**src/rtl/autotest_sweep_ctrl.sv**
```systemverilog
// Sweep sequencer for the SD host under test: runs every configuration of block
// count, SCLK speed and CMD18 mode, times each run and streams an 8-byte result record.
module autotest_sweep_ctrl #(
   parameter logic [31:0] N_BLOCKS_MIN = 32'd1,
   parameter int          N_STEPS      = 8,
   parameter logic [4:0]  SPEED_MIN    = 5'd0,
   parameter logic [4:0]  SPEED_MAX    = 5'd7,
   parameter bit          SWEEP_CMD18  = 1'b1,
   parameter int          RST_CYCLES   = 16,
   parameter logic [31:0] TIMEOUT      = 32'hFFFF_FFFE
) (
   input  logic        clk,
   input  logic        rst,
   input  logic        start,
   input  logic        abort,
   output logic        busy,
   output logic        done,
   output logic        uut_ctrl_mux,
   output logic        uut_rst,
   output logic        uut_start,
   output logic [31:0] uut_n_blocks,
   output logic [4:0]  uut_sclk_speed,
   output logic        uut_cmd18,
   input  logic        uut_finish,
   output logic        rec_valid,
   output logic [7:0]  rec_data,
   output logic        rec_last,
   input  logic        rec_ready,
   output logic [31:0] debug
);

   typedef enum logic [3:0] {
      S_IDLE   = 4'd0,
      S_SETUP  = 4'd1,
      S_LAUNCH = 4'd2,
      S_RUN    = 4'd3,
      S_EMIT   = 4'd4,
      S_NEXT   = 4'd5,
      S_DONE   = 4'd6
   } state_t;

   localparam logic [4:0]  LAST_STEP = 5'(N_STEPS - 1);
   localparam logic [15:0] RST_LAST  = 16'(RST_CYCLES - 1);

   state_t      state_reg, state_next;
   logic [15:0] rst_cnt_reg;
   logic [31:0] cycle_cnt_reg;
   logic        timeout_flag_reg;
   logic [7:0]  seq_reg;
   logic [4:0]  step_reg;
   logic [4:0]  speed_reg;
   logic        cmd18_reg;
   logic [31:0] n_blocks_reg;
   logic [2:0]  byte_idx_reg;
   logic        rec_valid_reg, rec_last_reg;
   logic [7:0]  rec_data_reg;
   logic        busy_reg, done_reg, mux_reg, uut_rst_reg, uut_start_reg;

   logic        setup_end, byte_xfer, cmd18_wrap, speed_wrap, step_wrap, sweep_end;
   logic [2:0]  sel;
   logic [7:0]  byte_sel;

   assign setup_end  = (rst_cnt_reg == RST_LAST);
   assign byte_xfer  = rec_valid_reg && rec_ready;
   assign cmd18_wrap = !SWEEP_CMD18 || cmd18_reg;
   assign speed_wrap = (speed_reg == SPEED_MAX);
   assign step_wrap  = (step_reg == LAST_STEP);
   assign sweep_end  = cmd18_wrap && speed_wrap && step_wrap;

   always_ff @(posedge clk) begin
      if (!rst) state_reg <= S_IDLE;
      else      state_reg <= state_next;
   end

   always_comb begin
      state_next = state_reg;
      case (state_reg)
         S_IDLE:   if (start) state_next = S_SETUP;
         S_SETUP:  if (setup_end) state_next = S_LAUNCH;
         S_LAUNCH: state_next = S_RUN;
         S_RUN:    if (uut_finish || cycle_cnt_reg == TIMEOUT) state_next = S_EMIT;
         S_EMIT:   if (byte_xfer && byte_idx_reg == 3'd7) state_next = S_NEXT;
         S_NEXT:   state_next = sweep_end ? S_DONE : S_SETUP;
         S_DONE:   if (!start) state_next = S_IDLE;
         default:  state_next = S_IDLE;
      endcase
      if (abort) state_next = S_IDLE;
   end

   // Record byte to present next: byte 0 when a record opens, otherwise the successor.
   always_comb begin
      sel = (state_reg == S_EMIT) ? byte_idx_reg + 3'd1 : 3'd0;
      byte_sel = 8'h00;
      case (sel)
         3'd0:    byte_sel = {cmd18_reg, 2'b00, speed_reg};
         3'd1:    byte_sel = {3'b000, step_reg};
         3'd2:    byte_sel = cycle_cnt_reg[31:24];
         3'd3:    byte_sel = cycle_cnt_reg[23:16];
         3'd4:    byte_sel = cycle_cnt_reg[15:8];
         3'd5:    byte_sel = cycle_cnt_reg[7:0];
         3'd6:    byte_sel = {timeout_flag_reg, 7'b0000000};
         default: byte_sel = seq_reg;
      endcase
   end

   always_ff @(posedge clk) begin
      if (!rst) begin
         rst_cnt_reg      <= '0;
         cycle_cnt_reg    <= '0;
         timeout_flag_reg <= 1'b0;
         seq_reg          <= '0;
         step_reg         <= '0;
         speed_reg        <= SPEED_MIN;
         cmd18_reg        <= 1'b0;
         n_blocks_reg     <= N_BLOCKS_MIN;
         byte_idx_reg     <= '0;
         rec_valid_reg    <= 1'b0;
         rec_last_reg     <= 1'b0;
         rec_data_reg     <= '0;
         busy_reg         <= 1'b0;
         done_reg         <= 1'b0;
         mux_reg          <= 1'b0;
         uut_rst_reg      <= 1'b1;
         uut_start_reg    <= 1'b0;
      end else begin
         // Control outputs are registered decodes of the state being entered.
         busy_reg      <= (state_next != S_IDLE) && (state_next != S_DONE);
         mux_reg       <= (state_next != S_IDLE) && (state_next != S_DONE);
         done_reg      <= (state_next == S_DONE);
         uut_rst_reg   <= (state_next == S_IDLE) || (state_next == S_SETUP) ||
                          (state_next == S_DONE);
         uut_start_reg <= (state_next == S_LAUNCH);
         rst_cnt_reg   <= (state_reg == S_SETUP) ? rst_cnt_reg + 16'd1 : 16'd0;

         if (abort) begin
            rec_valid_reg <= 1'b0;
            rec_last_reg  <= 1'b0;
         end else begin
            case (state_reg)
               S_IDLE: begin
                  seq_reg          <= '0;
                  timeout_flag_reg <= 1'b0;
                  cycle_cnt_reg    <= '0;
                  if (start) begin
                     step_reg     <= '0;
                     speed_reg    <= SPEED_MIN;
                     cmd18_reg    <= 1'b0;
                     n_blocks_reg <= N_BLOCKS_MIN;
                  end
               end
               S_LAUNCH: cycle_cnt_reg <= 32'd1;
               S_RUN: begin
                  if (!uut_finish) begin
                     if (cycle_cnt_reg == TIMEOUT) timeout_flag_reg <= 1'b1;
                     else                          cycle_cnt_reg    <= cycle_cnt_reg + 32'd1;
                  end
                  if (state_next == S_EMIT) begin
                     rec_valid_reg <= 1'b1;
                     rec_data_reg  <= byte_sel;
                     rec_last_reg  <= 1'b0;
                     byte_idx_reg  <= '0;
                  end
               end
               S_EMIT: begin
                  if (byte_xfer) begin
                     if (byte_idx_reg == 3'd7) begin
                        rec_valid_reg <= 1'b0;
                        rec_last_reg  <= 1'b0;
                     end else begin
                        byte_idx_reg <= byte_idx_reg + 3'd1;
                        rec_data_reg <= byte_sel;
                        rec_last_reg <= (byte_idx_reg == 3'd6);
                     end
                  end
               end
               S_NEXT: begin
                  seq_reg          <= seq_reg + 8'd1;
                  timeout_flag_reg <= 1'b0;
                  // cmd18 is the innermost loop, then speed, then block-count step.
                  if (!sweep_end) begin
                     if (!cmd18_wrap) begin
                        cmd18_reg <= 1'b1;
                     end else begin
                        cmd18_reg <= 1'b0;
                        if (!speed_wrap) begin
                           speed_reg <= speed_reg + 5'd1;
                        end else begin
                           speed_reg    <= SPEED_MIN;
                           step_reg     <= step_reg + 5'd1;
                           n_blocks_reg <= N_BLOCKS_MIN << (step_reg + 5'd1);
                        end
                     end
                  end
               end
               default: ;
            endcase
         end
      end
   end

   assign busy           = busy_reg;
   assign done           = done_reg;
   assign uut_ctrl_mux   = mux_reg;
   assign uut_rst        = uut_rst_reg;
   assign uut_start      = uut_start_reg;
   assign uut_n_blocks   = n_blocks_reg;
   assign uut_sclk_speed = speed_reg;
   assign uut_cmd18      = cmd18_reg;
   assign rec_valid      = rec_valid_reg;
   assign rec_data       = rec_data_reg;
   assign rec_last       = rec_last_reg;
   assign debug          = {state_reg, timeout_flag_reg, 3'b000, seq_reg, cycle_cnt_reg[15:0]};

endmodule

```
**config.mk**
```make
export PLATFORM = sky130hd
export DESIGN_NAME = autotest_sweep_ctrl
export DESIGN_NICKNAME = d
export VERILOG_FILES = /design/src/rtl/autotest_sweep_ctrl.sv
export SDC_FILE = /design/constraint.sdc
export NUM_CORES = 1
export LEC_CHECK = 0
export CAP_MARGIN = 15
export CORE_MARGIN = 3
export CORE_UTILIZATION = 30
export CTS_CLUSTER_SIZE = 28
export DETAILED_ROUTE_END_ITERATION = 10
export HOLD_SLACK_MARGIN = 0.1
export PLACE_DENSITY = 0.49
export SLEW_MARGIN = 5
export SYNTH_ARGS = -nofsm -noshare
export SYNTH_HDL_FRONTEND = slang
export SYNTH_SLANG_ARGS = --single-unit
```
**constraint.sdc**
```tcl
create_clock -name clk -period 3.1 [get_ports clk]
set_clock_uncertainty 0.15 [all_clocks]
set_input_delay 0.62 -clock clk [delete_from_list [all_inputs] [get_ports clk]]
set_output_delay 0.62 -clock clk [all_outputs]
set_load 0.1 [all_outputs]
```
; Yosys cells after proc, flatten, opt, wreduce, memory -nomap -nowiden
; Index checks and enable logic that the tools add are counted.
[op_classes]
addsub = 6
eq_ne = 34
n_shift = 1
muxes = 51
bitwise_logic = 2
reduce_logical = 28
[op_table]
columns = operator, n
row1 = $mux 32, 6
row2 = $pmux 32 s3, 1
row3 = $pmux 32 s2, 1
row4 = $pmux 8 s7, 1
row5 = $mux 5, 7
row6 = $add 32x1->32 const B, 1
row7 = $eq 32x32->1 const B, 1
row8 = $pmux 8 s2, 2
row9 = $shl 1x5->32 const A, 1
row10 = $pmux 4 s7, 1
row11 = $mux 4, 6
row12 = $mux 8, 3
row13 = $ne 2x2->1 const B, 11
row14 = $eq 4x3->1 const B, 5
row15 = $pmux 5 s2, 2
row16 = $add 16x1->16 const B, 1
row17 = $eq 16x4->1 const B, 1
row18 = $reduce_and 4->1, 4
row19 = $eq 3x3->1 const B, 5
row20 = $mux 3, 5
row21 = $eq 4x2->1 const B, 3
row22 = $mux 1, 11
row23 = $add 5x1->5 const B, 2
row24 = $eq 5x3->1 const B, 2
row25 = 21 further kinds, 39
[word_totals]
regBits = 121
output_inout_bits = 85
word_cells = 139

; Logic depth before layout (Yosys ltp)
[depth]
word_depth = 9
depth_mapped = 10
mapped_depth_nobuf = 8

; Least setup slack after synthesis
; Ideal clock, no wire load.
[synth_timing]
path_kind = reg-to-reg
startpoint = reg speed_reg[0] (netlist: uut_sclk_speed[0])
endpoint = reg rec_data_reg[6] (netlist: rec_data[6])
setup_time_ps = 125
arrival_time_ps = 2734
slack_ps = 91
stages_incl_launch_ff = 9
synth_period_minus_slack_ps = 3009
path_cell_list = dfxtp_1 ha_1 nand4bb_1 or2_1 o22a_1 a211o_1 and2_4 buf_6 mux2i_1
[synth_via]
elab_chain_cells = 9
[synth_rtl]
columns = element, line_no
row1 = start: declaration, 51  ; logic [4:0] speed_reg;
row2 = start signal: assignment, 186  ; speed_reg <= speed_reg + 5'd1;
row3 = $eq 5x3->1, 66  ; assign speed_wrap = (speed_reg == SPEED_MAX);
row4 = $logic_and 1x1->1 (2 in a row), 68  ; assign sweep_end = cmd18_wrap && speed_wrap && step_wrap;
row5 = $mux 3, 83  ; S_NEXT: state_next = sweep_end ? S_DONE : S_SETUP;
row6 = $pmux 4 s7, 77  ; case (state_reg)
row7 = $mux 4, 87  ; if (abort) state_next = S_IDLE;
row8 = $eq 4x3->1, 157  ; if (state_next == S_EMIT) begin
row9 = $ne 2x2->1 (no source line), -
row10 = $reduce_and 5->1 (no source line), -
row11 = end signal: assignment, 159  ; rec_data_reg <= byte_sel;
row12 = end signal: assignment, 171  ; rec_data_reg <= byte_sel;
row13 = end: declaration, 56  ; logic [7:0] rec_data_reg;
; No other way between the ends.
; A chain may end at the register's enable or synchronous reset.

; Final worst setup path
[layout_timing]
startpoint = reg byte_idx_reg[0]
endpoint = reg rec_data_reg[4] (netlist: rec_data[4])
[layout_via]
elab_chain_cells = 8
elab_cells_between_ends = 23
cone_classes = add/sub: 1 / eq/ne: 10 / mux: 9 / reduce/logical: 3
[layout_rtl]
columns = element, line_no
row1 = start: declaration, 54  ; logic [2:0] byte_idx_reg;
row2 = start signal: assignment, 170  ; byte_idx_reg <= byte_idx_reg + 3'd1;
row3 = "parallel branches: the longest is 8 deep, another holds $add 3x1->3", -
; Several ways; the timed one is not identified. The select of a mux whose other input is x is not followed.

==> flow_metrics.py <==
metrics = {
    "outcome": {
        "status": "completed",
    },
    "final_layout": {
        "areaGrowthSynthToFinish_pct": 25.0,
        "regArea_sq_um": 2420,
        "fillers": 1943,
        "final_cells": 1043,
        "nets": 790,
        "final_util_pct": 38.8,
        "antenna_cells": 0,
        "layout-drive-gt1-share_pct": 18.8,
        "multi_input_area_sq_um": 3130,
    },
    "yosys": {
        "synth.avg_cell_area_sq_um": 8.48,
        "synth_common_cells": "121 x dfxtp_1, 95 x nand2_1, 70 x nor2_1, 49 x o21ai_0, 43 x xor2_1",
        "yosysWarnings": 0,
        "synth_cells": 693,
        "ys_ff_latch": 121,
        "synth_edf_count": 0,
        "synth.distinct_cells": 71,
        "async_reset_ff_share_pct": 0,
        "yosysSeqAreaShare_pct": 41.2,
        "synth-simple-area-share_pct": 26.0,
        "synth_fa_ha_area_share_pct": 2.98,
        "synth_top_family_by_area": "simple AND/OR/NAND/NOR gates",
        "synth_xor_xnor_area_share_pct": 7.30,
        "yosysTopAreaCell": "dfxtp_1",
        "ys.flop_type": "dfxtp_1",
        "synth_compound_area_share_pct": 13.9,
        "synth_most_common_cell": "dfxtp_1",
        "muxShareOfSynthArea_pct": 2.77,
        "synth_top_area_share_pct": 41.2,
        "syn_area_sq_um": 5880,
        "yosys-top-cells-area": "dfxtp_1 41%, xor2_1 6.4%, nand2_1 6.1%, nor2_1 4.5%, o21ai_0 4.2%",
    },
    "worst_setup_path": {
        "criticalPathCategory": "flop to flop",
        "cp_max_fo": 15,
        "endpoint_kind": "flop",
        "regToRegSetupSlack_ns": 0.42,
        "rr_worst_depth": 8,
        "path_cells": "inv_1 > ha_1 > inv_1 > o31ai_1 > a32oi_1 > o21ai_0 > o211ai_1 > mux2i_1",
        "start_kind": "flop",
        "rr_endpoint": "rec_data[4]",
        "endpoint": "rec_data[4]",
        "critPathMostFrequentCell": "inv_1",
        "cpPeakStageDelay_ns": 0.62,
        "crit_path_start": "byte_idx_reg[0]",
        "slowest_stage": "o31ai_1",
        "critPathArrivalTime_ns": 2.88,
        "cp_data_required_time_ns": 3.30,
        "timing.rr.start": "byte_idx_reg[0]",
    },
    "placed_design": {
        "dp_hpwl_um": 12600,
        "gp_congestion": 0.873,
        "portBuffers": 87,
        "placed_cells": 1011,
    },
    "clock_network": {
        "clk_pin_slew_ns": 0.06,
        "cts_setup_buffers": 0,
        "clockRootBuffer": "clkbuf_16",
        "clock_path_buffers": 2,
        "clock_sinks": 121,
        "clock_latency_ns": 0.42,
        "htree_levels": 4,
        "cts_tree": "built",
        "cts_buffers": 17,
        "cts_hold_buf": 0,
        "cts_resized": 0,
    },
    "grt": {
        "antenna_found_initial": 0,
        "grt_use_met2_pct": 22.8,
        "grt_pass1_vias": 4839,
        "grt_overflow": 0,
        "grtUsageMet1_pct": 21.0,
        "use_met3_pct": 3.21,
        "grtUsageTotal_pct": 15.1,
        "grt-busiest-layer": "met2",
        "grt_pass1_wl_um": 25900,
        "grt_max_degree": 34,
    },
    "pwr": {
        "sequentialPowerShare_pct": 41.2,
        "pwr-share-clk_pct": 55.7,
        "swShare_pct": 24.0,
        "power_density_nw_per_um2": 517,
        "pwr-share-comb_pct": 3.1,
        "p_switching_mw": 0.910,
        "p_leak_nw": 2.85,
        "ir_drop_v": 0.000252,
        "p_int_mw": 2.89,
    },
    "floorplanning": {
        "ios": 91,
        "dieArea_sq_um": 21300,
        "die_w_um": 146,
        "die_h_um": 146,
        "initial_core_util_pct": 31.0,
        "rows": 50,
        "coreArea_sq_um": 19000,
    },
    "sta": {
        "slew_viol_final": 0,
        "slew_headroom_pct": 49.6,
        "hold_viol_final": 0,
        "worstMarginPinSlew_ns": 0.754,
        "setup_viol": 0,
        "worst_hold_slack_ns": 0.301,
        "max_freq_mhz": 373,
        "post-route-period-util_pct": 86.6,
        "rsz0062_at_grt": "no",
        "tns_ns": 0,
        "fin_crit_ns": 2.68,
    },
    "routing": {
        "wl_per_cell_um": 15.8,
        "wl_um": 16500,
        "antenna_left": 0,
        "drc": 0,
        "via_per_inst": 4.94,
        "drt-pass1-iter-count": 8,
        "vias": 5155,
        "drt_iter0_markers": 409,
    },
    "job": {
        "maxCapViolCount": 0,
    },
    "hold_path": {
        "hold_class": "flop to flop",
    },
}
==> power groups by stage <==
stage | clock network (mW) | registers [mW] | logic (mW)
detailed placement | 0 | 1.60 | 0.118
finish | 2.12 | 1.56 | 0.118
floorplan | 0 | 1.61 | 0.0696
CTS | 2.16 | 1.56 | 0.118
global route | 2.22 | 1.56 | 0.126
global placement | 0 | 1.60 | 0.118
==> kinds of logic after synthesis <==
family / Yosys count
mux: 16
buf+inv: 64
other cells: 1
fa+ha+maj: 14
simple gates: 304
flops: 121
compound gates: 124
xor+xnor: 49
==> worst min path at each step <==
stage | endpoint | from | cells past startpoint
2_1_floorplan | rst_cnt_reg[0] | rst_cnt_reg[0] | 1
3_3_place_gp | rst_cnt_reg[0] | rst_cnt_reg[0] | 1
3_5_place_dp | uut_n_blocks[11] | uut_n_blocks[11] | 2
4_1_cts | uut_n_blocks[30] | uut_n_blocks[30] | 2
5_1_grt | uut_n_blocks[30] | uut_n_blocks[30] | 2
6_report | uut_n_blocks[11] | uut_n_blocks[11] | 2
==> critical path, delay by kind of cell (launching register included) <==
family	cells	cell delay, ns
flip-flops	1	0.36
AO/OA/AOI/OAI	4	1.04
adder cells (fa/ha/maj)	1	0.60
buffers and inverters	2	0.34
multiplexers	1	0.14
==> routing by layer <==
metal  vias to the layer above  routed length (um)
met3                        26                 917
li1                       2574                   -
met2                       141                7270
met1                      2414                7970
met5                         -                   0
met4                         0                 352
==> layout make-up <==
| cell class | instances | share of cell area [%] |
|---|---|---|
| Sequential cell | 121 | 33.0 |
| Clock buffer | 17 | 5.79 |
| Clock inverter | 15 | 2.76 |
| Tap cell | 260 | 4.43 |
| Multi-Input combinational cell | 511 | 42.6 |
| Inverter | 16 | 0.817 |
| Timing Repair Buffer | 103 | 10.7 |
==> cell usage in the layout (no fill, tap or decap), drive strengths merged, types with 5 or more instances in the layout <==
cell type      count
dfxtp            121
buf               98
nand2             95
nor2              70
o21ai             53
xor2              43
nand3             36
inv               27
nand4             21
a21oi             20
clkbuf            17
and3              14
mux2i             14
ha                14
and2              10
nor3               9
nand2b             8
xnor2              6
a21boi             6
and4               5
a211o              5
o211ai             5
clkdlybuf4s50      5
or3                5
==> stage by stage <==
step / power [mW] / setup slack (ns) / cell area, sq um
global placement: 1.72 / 0.218 / 6720
finish: 3.80 / 0.416 / 7350
detailed placement: 1.72 / 0.193 / 6720
global route: 3.91 / 0.197 / 7350
floorplan: 1.68 / 0.0908 / 5890
CTS: 3.84 / 0.469 / 7350
(Power assumes the default switching activity.)
